<file path="src/rtl/program_memory.sv">
// program_memory: DEPTH x 8 instruction store for the 8-bit processor.
// Reads are combinational. In load mode a debounced push button writes one
// switch byte per press at an auto-incrementing, saturating pointer, and the
// processor is held in reset through cpu_hold.
module program_memory #(
  parameter int          DEPTH           = 256,
  parameter int          DEBOUNCE_CYCLES = 1000000,
  parameter logic [7:0]  NOP_WORD        = 8'hC0
) (
  input  logic       oscillator,
  input  logic       reset,
  input  logic       load_mode,
  input  logic       load_strobe,
  input  logic [7:0] load_data,
  input  logic [7:0] instruction_address,
  output logic [7:0] instruction,
  output logic       cpu_hold,
  output logic [7:0] load_address,
  output logic       load_full,
  output logic       overflow,
  output logic [7:0] echo
);

  localparam int              AW       = (DEPTH > 1) ? $clog2(DEPTH) : 1;
  localparam int              CW       = $clog2(DEBOUNCE_CYCLES);
  localparam logic [8:0]      DEPTH_P  = 9'(DEPTH);
  localparam logic [CW-1:0]   CNT_LAST = CW'(DEBOUNCE_CYCLES - 1);

  typedef enum logic [1:0] {IDLE, ARM, WRITE, RELEASE} state_e;

  logic          mode_meta_q, mode_s_q, strobe_meta_q, strobe_s_q;
  logic          cpu_hold_q, cpu_hold_d;
  state_e        state_q, state_d;
  logic [CW-1:0] cnt_q, cnt_d;
  logic [8:0]    ptr_q, ptr_d;
  logic          ovf_q, ovf_d;
  logic [7:0]    echo_q, echo_d;
  logic          wr_en;
  logic          mode_rise;
  logic          full;

  // Program store; powers up zeroed and is never touched by reset.
  logic [7:0] mem_q [2**AW] = '{default: 8'h00};

  assign full      = (ptr_q == DEPTH_P);
  assign mode_rise = mode_s_q & ~cpu_hold_q;

  // Two-flop synchronizers for the asynchronous switch and button.
  always_ff @(posedge oscillator or negedge reset) begin
    if (!reset) begin
      mode_meta_q   <= 1'b0;
      mode_s_q      <= 1'b0;
      strobe_meta_q <= 1'b0;
      strobe_s_q    <= 1'b0;
    end else begin
      mode_meta_q   <= load_mode;
      mode_s_q      <= mode_meta_q;
      strobe_meta_q <= load_strobe;
      strobe_s_q    <= strobe_meta_q;
    end
  end

  // Debounce FSM, write pointer and status next-state; a mode rise overrides all.
  always_comb begin
    state_d    = state_q;
    cnt_d      = cnt_q;
    ptr_d      = ptr_q;
    ovf_d      = ovf_q;
    echo_d     = echo_q;
    wr_en      = 1'b0;
    cpu_hold_d = mode_s_q;
    case (state_q)
      IDLE: begin
        if (strobe_s_q) begin
          state_d = ARM;
          cnt_d   = '0;
        end
      end
      ARM: begin
        if (!strobe_s_q) begin
          state_d = IDLE;
        end else if (cnt_q == CNT_LAST) begin
          state_d = WRITE;
          cnt_d   = '0;
        end else begin
          cnt_d = cnt_q + 1'b1;
        end
      end
      WRITE: begin
        if (mode_s_q) begin
          if (!full) begin
            wr_en  = 1'b1;
            echo_d = load_data;
            ptr_d  = ptr_q + 9'd1;
          end else begin
            ovf_d = 1'b1;
          end
        end
        state_d = RELEASE;
        cnt_d   = '0;
      end
      RELEASE: begin
        if (strobe_s_q) begin
          cnt_d = '0;
        end else if (cnt_q == CNT_LAST) begin
          state_d = IDLE;
          cnt_d   = '0;
        end else begin
          cnt_d = cnt_q + 1'b1;
        end
      end
      default: begin
        state_d = IDLE;
        cnt_d   = '0;
      end
    endcase
    // Entering load mode restarts the session; a coincident write is dropped.
    if (mode_rise) begin
      ptr_d   = '0;
      ovf_d   = 1'b0;
      echo_d  = '0;
      state_d = IDLE;
      cnt_d   = '0;
      wr_en   = 1'b0;
    end
  end

  // Control and status registers.
  always_ff @(posedge oscillator or negedge reset) begin
    if (!reset) begin
      cpu_hold_q <= 1'b1;
      state_q    <= IDLE;
      cnt_q      <= '0;
      ptr_q      <= '0;
      ovf_q      <= 1'b0;
      echo_q     <= '0;
    end else begin
      cpu_hold_q <= cpu_hold_d;
      state_q    <= state_d;
      cnt_q      <= cnt_d;
      ptr_q      <= ptr_d;
      ovf_q      <= ovf_d;
      echo_q     <= echo_d;
    end
  end

  // Store write port; ptr is below DEPTH whenever wr_en is set.
  always_ff @(posedge oscillator) begin
    if (wr_en) mem_q[ptr_q[AW-1:0]] <= load_data;
  end

  // Combinational read port with NOP for out-of-range fetches.
  always_comb begin
    instruction = NOP_WORD;
    if ({1'b0, instruction_address} < DEPTH_P)
      instruction = mem_q[instruction_address[AW-1:0]];
  end

  assign cpu_hold     = cpu_hold_q;
  assign load_address = ptr_q[7:0];
  assign load_full    = full;
  assign overflow     = ovf_q;
  assign echo         = echo_q;

endmodule

</file>
<file path="config.mk">
export PLATFORM = sky130hd
export DESIGN_NAME = program_memory
export DESIGN_NICKNAME = d
export VERILOG_FILES = /design/src/rtl/program_memory.sv
export SDC_FILE = /design/constraint.sdc
export NUM_CORES = 2
export LEC_CHECK = 0
export CAP_MARGIN = 25
export CORE_MARGIN = 3
export CORE_UTILIZATION = 25
export CTS_BUF_LIST = sky130_fd_sc_hd__clkbuf_16
export DETAILED_ROUTE_END_ITERATION = 6
export GPL_ROUTABILITY_DRIVEN = 1
export SLEW_MARGIN = 0
export SYNTH_ARGS = -nofsm -noshare
export SYNTH_HDL_FRONTEND = slang
export SYNTH_SLANG_ARGS = --single-unit
</file>
<file path="constraint.sdc">
create_clock -name oscillator -period 2.5 [get_ports oscillator]
set_input_delay 0.25 -clock oscillator [delete_from_list [all_inputs] [get_ports oscillator]]
set_output_delay 0.25 -clock oscillator [all_outputs]
set_load 0.01 [all_outputs]
</file>
Word-level counts from Yosys, hierarchy flattened
Memories as Yosys holds them, arrays and structs flattened.
Index checks and enable logic that the tools add are counted.
{ "op_classes": {"addsub": 2, "eq_ne": 11, "muxes": 31, "bitwise_logic": 2, "n_reduce_logical": 8} }
{ "op_table": {"columns": ["operator", "count"], "rows": [
  ["20-bit two-way mux", 5],
  ["20-bit one-hot mux with 4 select lines", 1],
  ["9-bit two-way mux", 4],
  ["8-bit two-way mux", 4],
  ["20-bit by 1-bit adder with 20-bit output, second input constant", 1],
  ["20-bit == test, second input constant", 1],
  ["2-bit two-way mux", 6],
  ["3-bit inequality test, second input constant", 4],
  ["1-bit two-way mux", 10],
  ["9-bit by 1-bit adder with 9-bit output, second input constant", 1],
  ["9-bit == test, second input constant", 1],
  ["2-bit one-hot mux with 4 select lines", 1],
  ["3-bit AND reduction", 2],
  ["2-bit nonzero test", 3],
  ["2-bit == test, second input constant", 2],
  ["4-bit inequality test, second input constant", 1],
  ["4-bit AND reduction", 1],
  ["2-bit by 1-bit == test with 1-bit output, second input constant", 1],
  ["2-bit logical NOT", 1],
  ["2-bit by 1-bit inequality test with 1-bit output, second input constant", 1],
  ["2-bit AND reduction", 1],
  ["1-bit bitwise AND", 1],
  ["1-bit inverter", 1]
]} }
{ "totals": {"register_bits": 45, "ram_bits": 2048, "in_bits": 20, "memories": 1} }
{ "memory_table": {"columns": ["memory", "depth", "word_bits", "read_ports", "rd_ports_with_merged_regs", "write_ports", "line", "text"], "rows": [
  ["mem_q", 256, 8, 1, 0, 1, "43", "logic [7:0] mem_q [2**AW] = '{default: 8'h00};"]
]} }

Depth between registers and ports, before layout
{ "depth": {"ltp_word": 7, "ltp_mapped": 11} }

Worst setup path after synthesis
OpenSTA, ideal clock, no wires.
{ "synth_path": {"path_kind": "register to register", "start": "register ptr_q[0]", "end": "memory mem_q[182][0] (enable)", "setup_time_ns": 0.370, "t_arrival_ns": 2.345, "path_slack_ns": -0.215, "path_stages_with_launch": 10, "path_buffers": 1, "period_less_slack_ns": 2.715, "cell_sequence": "dfrtp_1 -> inv_1 -> ha_1 -> nor3b_1 -> nand4_1 -> nand3_1 -> nor3b_1 -> nand3_1 -> clkbuf_1 -> nor2_1"} }
{ "synth_between": {"elab_chain_cells": 7} }
{ "synth_lines": {"columns": ["item", "line", "text"], "rows": [
  ["start, declared", "35", "logic [8:0] ptr_q, ptr_d;"],
  ["start signal, assigned", "141", "ptr_q <= ptr_d;"],
  ["9-bit == test", "45", "assign full = (ptr_q == DEPTH_P);"],
  ["1-bit two-way mux", "91", "if (!full) begin"],
  ["1-bit two-way mux", "90", "if (mode_s_q) begin"],
  ["1-bit two-way mux", "72", "case (state_q)"],
  ["1-bit two-way mux", "118", "if (mode_rise) begin"],
  ["1-bit two-way mux", "149", "if (wr_en) mem_q[ptr_q[AW-1:0]] <= load_data;"],
  ["1-bit two-way mux (not written as such)", "149", null],
  ["end, declared", "43", null]
]} }
Parallel ways exist; a longest one is shown, timed or not.

Final worst setup path
{ "layout_path": {"start": "memory mem_q[147][0]", "end": "output port instruction[0]"} }
{ "layout_between": {"elab_chain_cells": 1} }
{ "layout_lines": {"columns": ["item", "line", "text"], "rows": [
  ["memory read 256 x 8 bit", null, null],
  ["end, declared", "16", "output logic [7:0] instruction,"]
]} }
Every way passes these cells.

==> reports/metrics.cfg <==
[run_status]
status=finished with violations
violations=negative hold slack, negative setup slack

[power_and_ir_drop]
clkPwrFrac_pct=42.3
p_sw_share_pct=21.4
p_per_area_mw_per_mm2=710
p_int_mw=58.4
ir_worst_vdd_mv=0.632
power_switching_mw=15.9
sequentialPowerShare_pct=51.8
comb_power_share_pct=5.9
p_leak_nw=33.3

[cts]
cts_buffers=210
htree_levels=4
cts_tree=done
clock_latency_ns=0.84
root_buffer=clkbuf_16
clock-sinks=2093
clkTransAtPathRegs_ns=0.06
clockBufferDepth=3

[logic_synthesis]
synth_area_mm2=0.0818
syn_nets=4039
synth.distinct_cells=73
synth_top_cell_by_area=edfxtp_1
syn_area_per_cell_um2=20.4
synth_cells=4014
yosysSeqAreaShare_pct=76.6
synthTopCellsByArea=edfxtp_1 75%, mux4_2 11%, mux2i_1 2.4%
ys_warn_count=0
synth_common_cells=2048 x edfxtp_1, 414 x mux4_2, 303 x nor2_1
synth.top_cell.area_share_pct=75.2
synth-seq-cells=2093
synth-async-reset-ratio_pct=2.15
synth_ff_type=edfxtp_1
synth_most_common_cell=edfxtp_1
synth_edf_count=2048

[critical_path]
critPathBufInv=3
cp.arrival_ns=3.19
cp_data_required_time_ns=2.25
crit_path_top_delay_cell=mux4_2
crit_type=reg2out
end_kind=output pin
rrSetupSlack_ns=-0.07
worst-path-max-fanout=1
rr_worst_depth=14
path_cells=mux4_2 > mux2_4 > o22ai_4 > nor4_4 > o32ai_4 > buf_6 > a211oi_2 > buf_6 > buf_6
start_kind=register
r2r-end=mem_q[23][5]
slowest_delay_ns=0.48
timing.rr.start=ptr_q[0]
path_depth=9
cpMostUsedCell=buf_6
crit_family=multiplexers

[drt]
vias=44400
routedWlPerCell_um=24.7
postRouteAntennaNets=0
drtPass1Iterations=6
wl_um=231000
viasPerCell=4.76
drc=0
drt_iter0_drc=5237

[grt]
grt_overflow_total=0
gr-usage-met3_pct=2.69
grtUsageMet2_pct=21.3
track_usage_pct=13.4
grt_use_met1_pct=18.4
antenna_found_initial=7
grt_pass1_wl_um=327000
grt_pass1_vias=44100
grt_max_degree=97
top_usage_layer=met2

[die]
std_cell_rows=209
initial_core_util_pct=25.2
core_area_mm2=0.325
dieHeight_um=578
die-area_mm2=0.334
die_w_um=578
pin_count=47

[place]
io_buffers=46
post-dp-hpwl_um=151000
gp_congestion=0.866
dp_cells=8803
post-place-ws_ns=-1.64

[worst_hold_path]
min_path_cells=1
holdCritPathClass=in2reg
min-delay-start=load_data[5]
hold_path_end=mem_q[87][5]

[timing]
setup_viol=144
finalMaxSlewViolations=0
rsz0062_at_grt=true
setup_ws_ns=-0.942
period_share_pct=138
hold_slack_ns=-0.0166
tightestPinTransition_ns=0.909
relSlewSlack_pct=39.3
post-route-min-period_ns=3.44
skew_ns=0.0304
hold_viol=4
max_freq_mhz=291

[layout]
drive_gt1_share_pct=39.1
syn_to_final_growth_pct=28.0
fillers=30500
num-nets-final=4832
final_cells=9318

[run]
maxCapViolations=0

## per-stage QoR
stage               power, mW  TNS, ns  area (µm²)  utilization, %
floorplan                41.1   -94.32       82400               -
global placement         43.4  -239.91       93300            28.7
detailed placement       43.4  -255.35       93300            28.7
CTS                      74.7    -7.34      102000            31.5
global route             76.4   -88.37      105000            32.2
finish                   74.3    -9.37      105000            32.2
## power groups by stage
stage,logic (mW),registers (mW),clock network [mW]
floorplan,1.84,39.3,0
global placement,4.14,39.2,0
detailed placement,4.18,39.2,0
CTS,4.38,38.5,31.9
global route,4.60,38.5,33.3
finish,4.39,38.5,31.4
## layer usage
| layer | share of wire (%) | wire, µm |
|---|---|---|
| met2 | 48 | 110000 |
| met1 | 41 | 95300 |
| met3 | 8.3 | 19100 |
| met4 | 2.8 | 6540 |
| met5 | 0.0043 | 10 |
## cells by family (layout without fill, tap and decap cells)
| family | Yosys count | after routing | share of synthesized area [%] |
|---|---|---|---|
| DFF | 2093 | 2093 | 76.6 |
| xor gates and xnor gates | 9 | 9 | 0.0964 |
| AOI/OAI and AO/OA | 466 | 466 | 4.19 |
| and+or+nand+nor | 551 | 551 | 3.03 |
| buffers and inverters | 262 | 1237 | 2.01 |
| muxes | 627 | 627 | 14.0 |
| adders and majority gates | 6 | 6 | 0.0887 |
| other | 0 | 4 | 0 |
## worst reg2reg max path, cell delays in order (launching register included)
cell     delay, ns
dfrtp_1       0.36
inv_2         0.06
ha_4          0.15
nor3b_2       0.15
nand4_1       0.10
nand3_1       0.11
buf_6         0.16
nor3_2        0.17
buf_6         0.19
buf_12        0.12
nand2_8       0.08
buf_12        0.22
buf_6         0.17
nor2_4        0.11
buf_12        0.14
## registers in the layout (all words and copies together) (netlist names)
register and count:
cpu_hold_d 1, state_q 2, echo 8, mode_meta_q 1, mem_q 2048, overflow 1
ptr_q 9, strobe_meta_q 1, cpu_hold 1, strobe_s_q 1, cnt_q 20
## layout make-up
class                           instances  area [µm²]  share of cell area (%)
Multi-Input combinational cell       1659       20400                    19.4
Timing Repair Buffer                  836        9360                    8.94
Antenna cell                            4        10.0                 0.00956
Sequential cell                      2093       62600                    59.8
Tap cell                             4325        5410                    5.17
Inverter                                7        26.3                  0.0251
Clock buffer                          215        5380                    5.14
Clock inverter                        179        1520                    1.45
## placed cells by master (no fill, tap or decap), types with 14 or more instances in the layout
master / instances
edfxtp_1: 2048
buf_6: 84
inv_1: 41
nor2_1: 55
o22ai_1: 31
buf_8: 18
mux4_2: 414
mux2i_1: 194
dfrtp_1: 44
clkinv_1: 54
nand3_1: 22
a221oi_1: 15
nand2b_1: 15
a211oi_1: 15
o21ai_0: 38
a221oi_2: 24
nor2_2: 38
o221ai_1: 37
mux2_2: 16
a21oi_1: 67
clkinv_2: 42
nand2_1: 61
a31oi_1: 14
nor3_1: 23
buf_4: 492
clkbuf_16: 222
bufinv_16: 25
buf_12: 191
clkdlybuf4s50_1: 19
nor2_4: 210
a22o_1: 47
a22oi_1: 68
## timing repair
item,4_1_cts,5_1_grt
cloned,0,7
endpoints found under the setup margin,1811,1522
pin swaps,73,97
hold endpoints to repair,193,0
setup buffers,41,74
hold buffers,6,0
resized for setup,377,240
## how the worst max path moves through the flow
stage	end	from	slack, ns
floorplan	mem_q[47][0]	ptr_q[0]	-0.15
global placement	instruction[7]	instruction_address[7]	-1.70
detailed placement	instruction[0]	instruction_address[0]	-1.64
CTS	instruction[0]	mem_q[147][0]	-1.01
global route	instruction[0]	mem_q[129][0]	-1.04
finish	instruction[0]	mem_q[147][0]	-0.94
No activity file was read; power rests on OpenSTA's default activity.
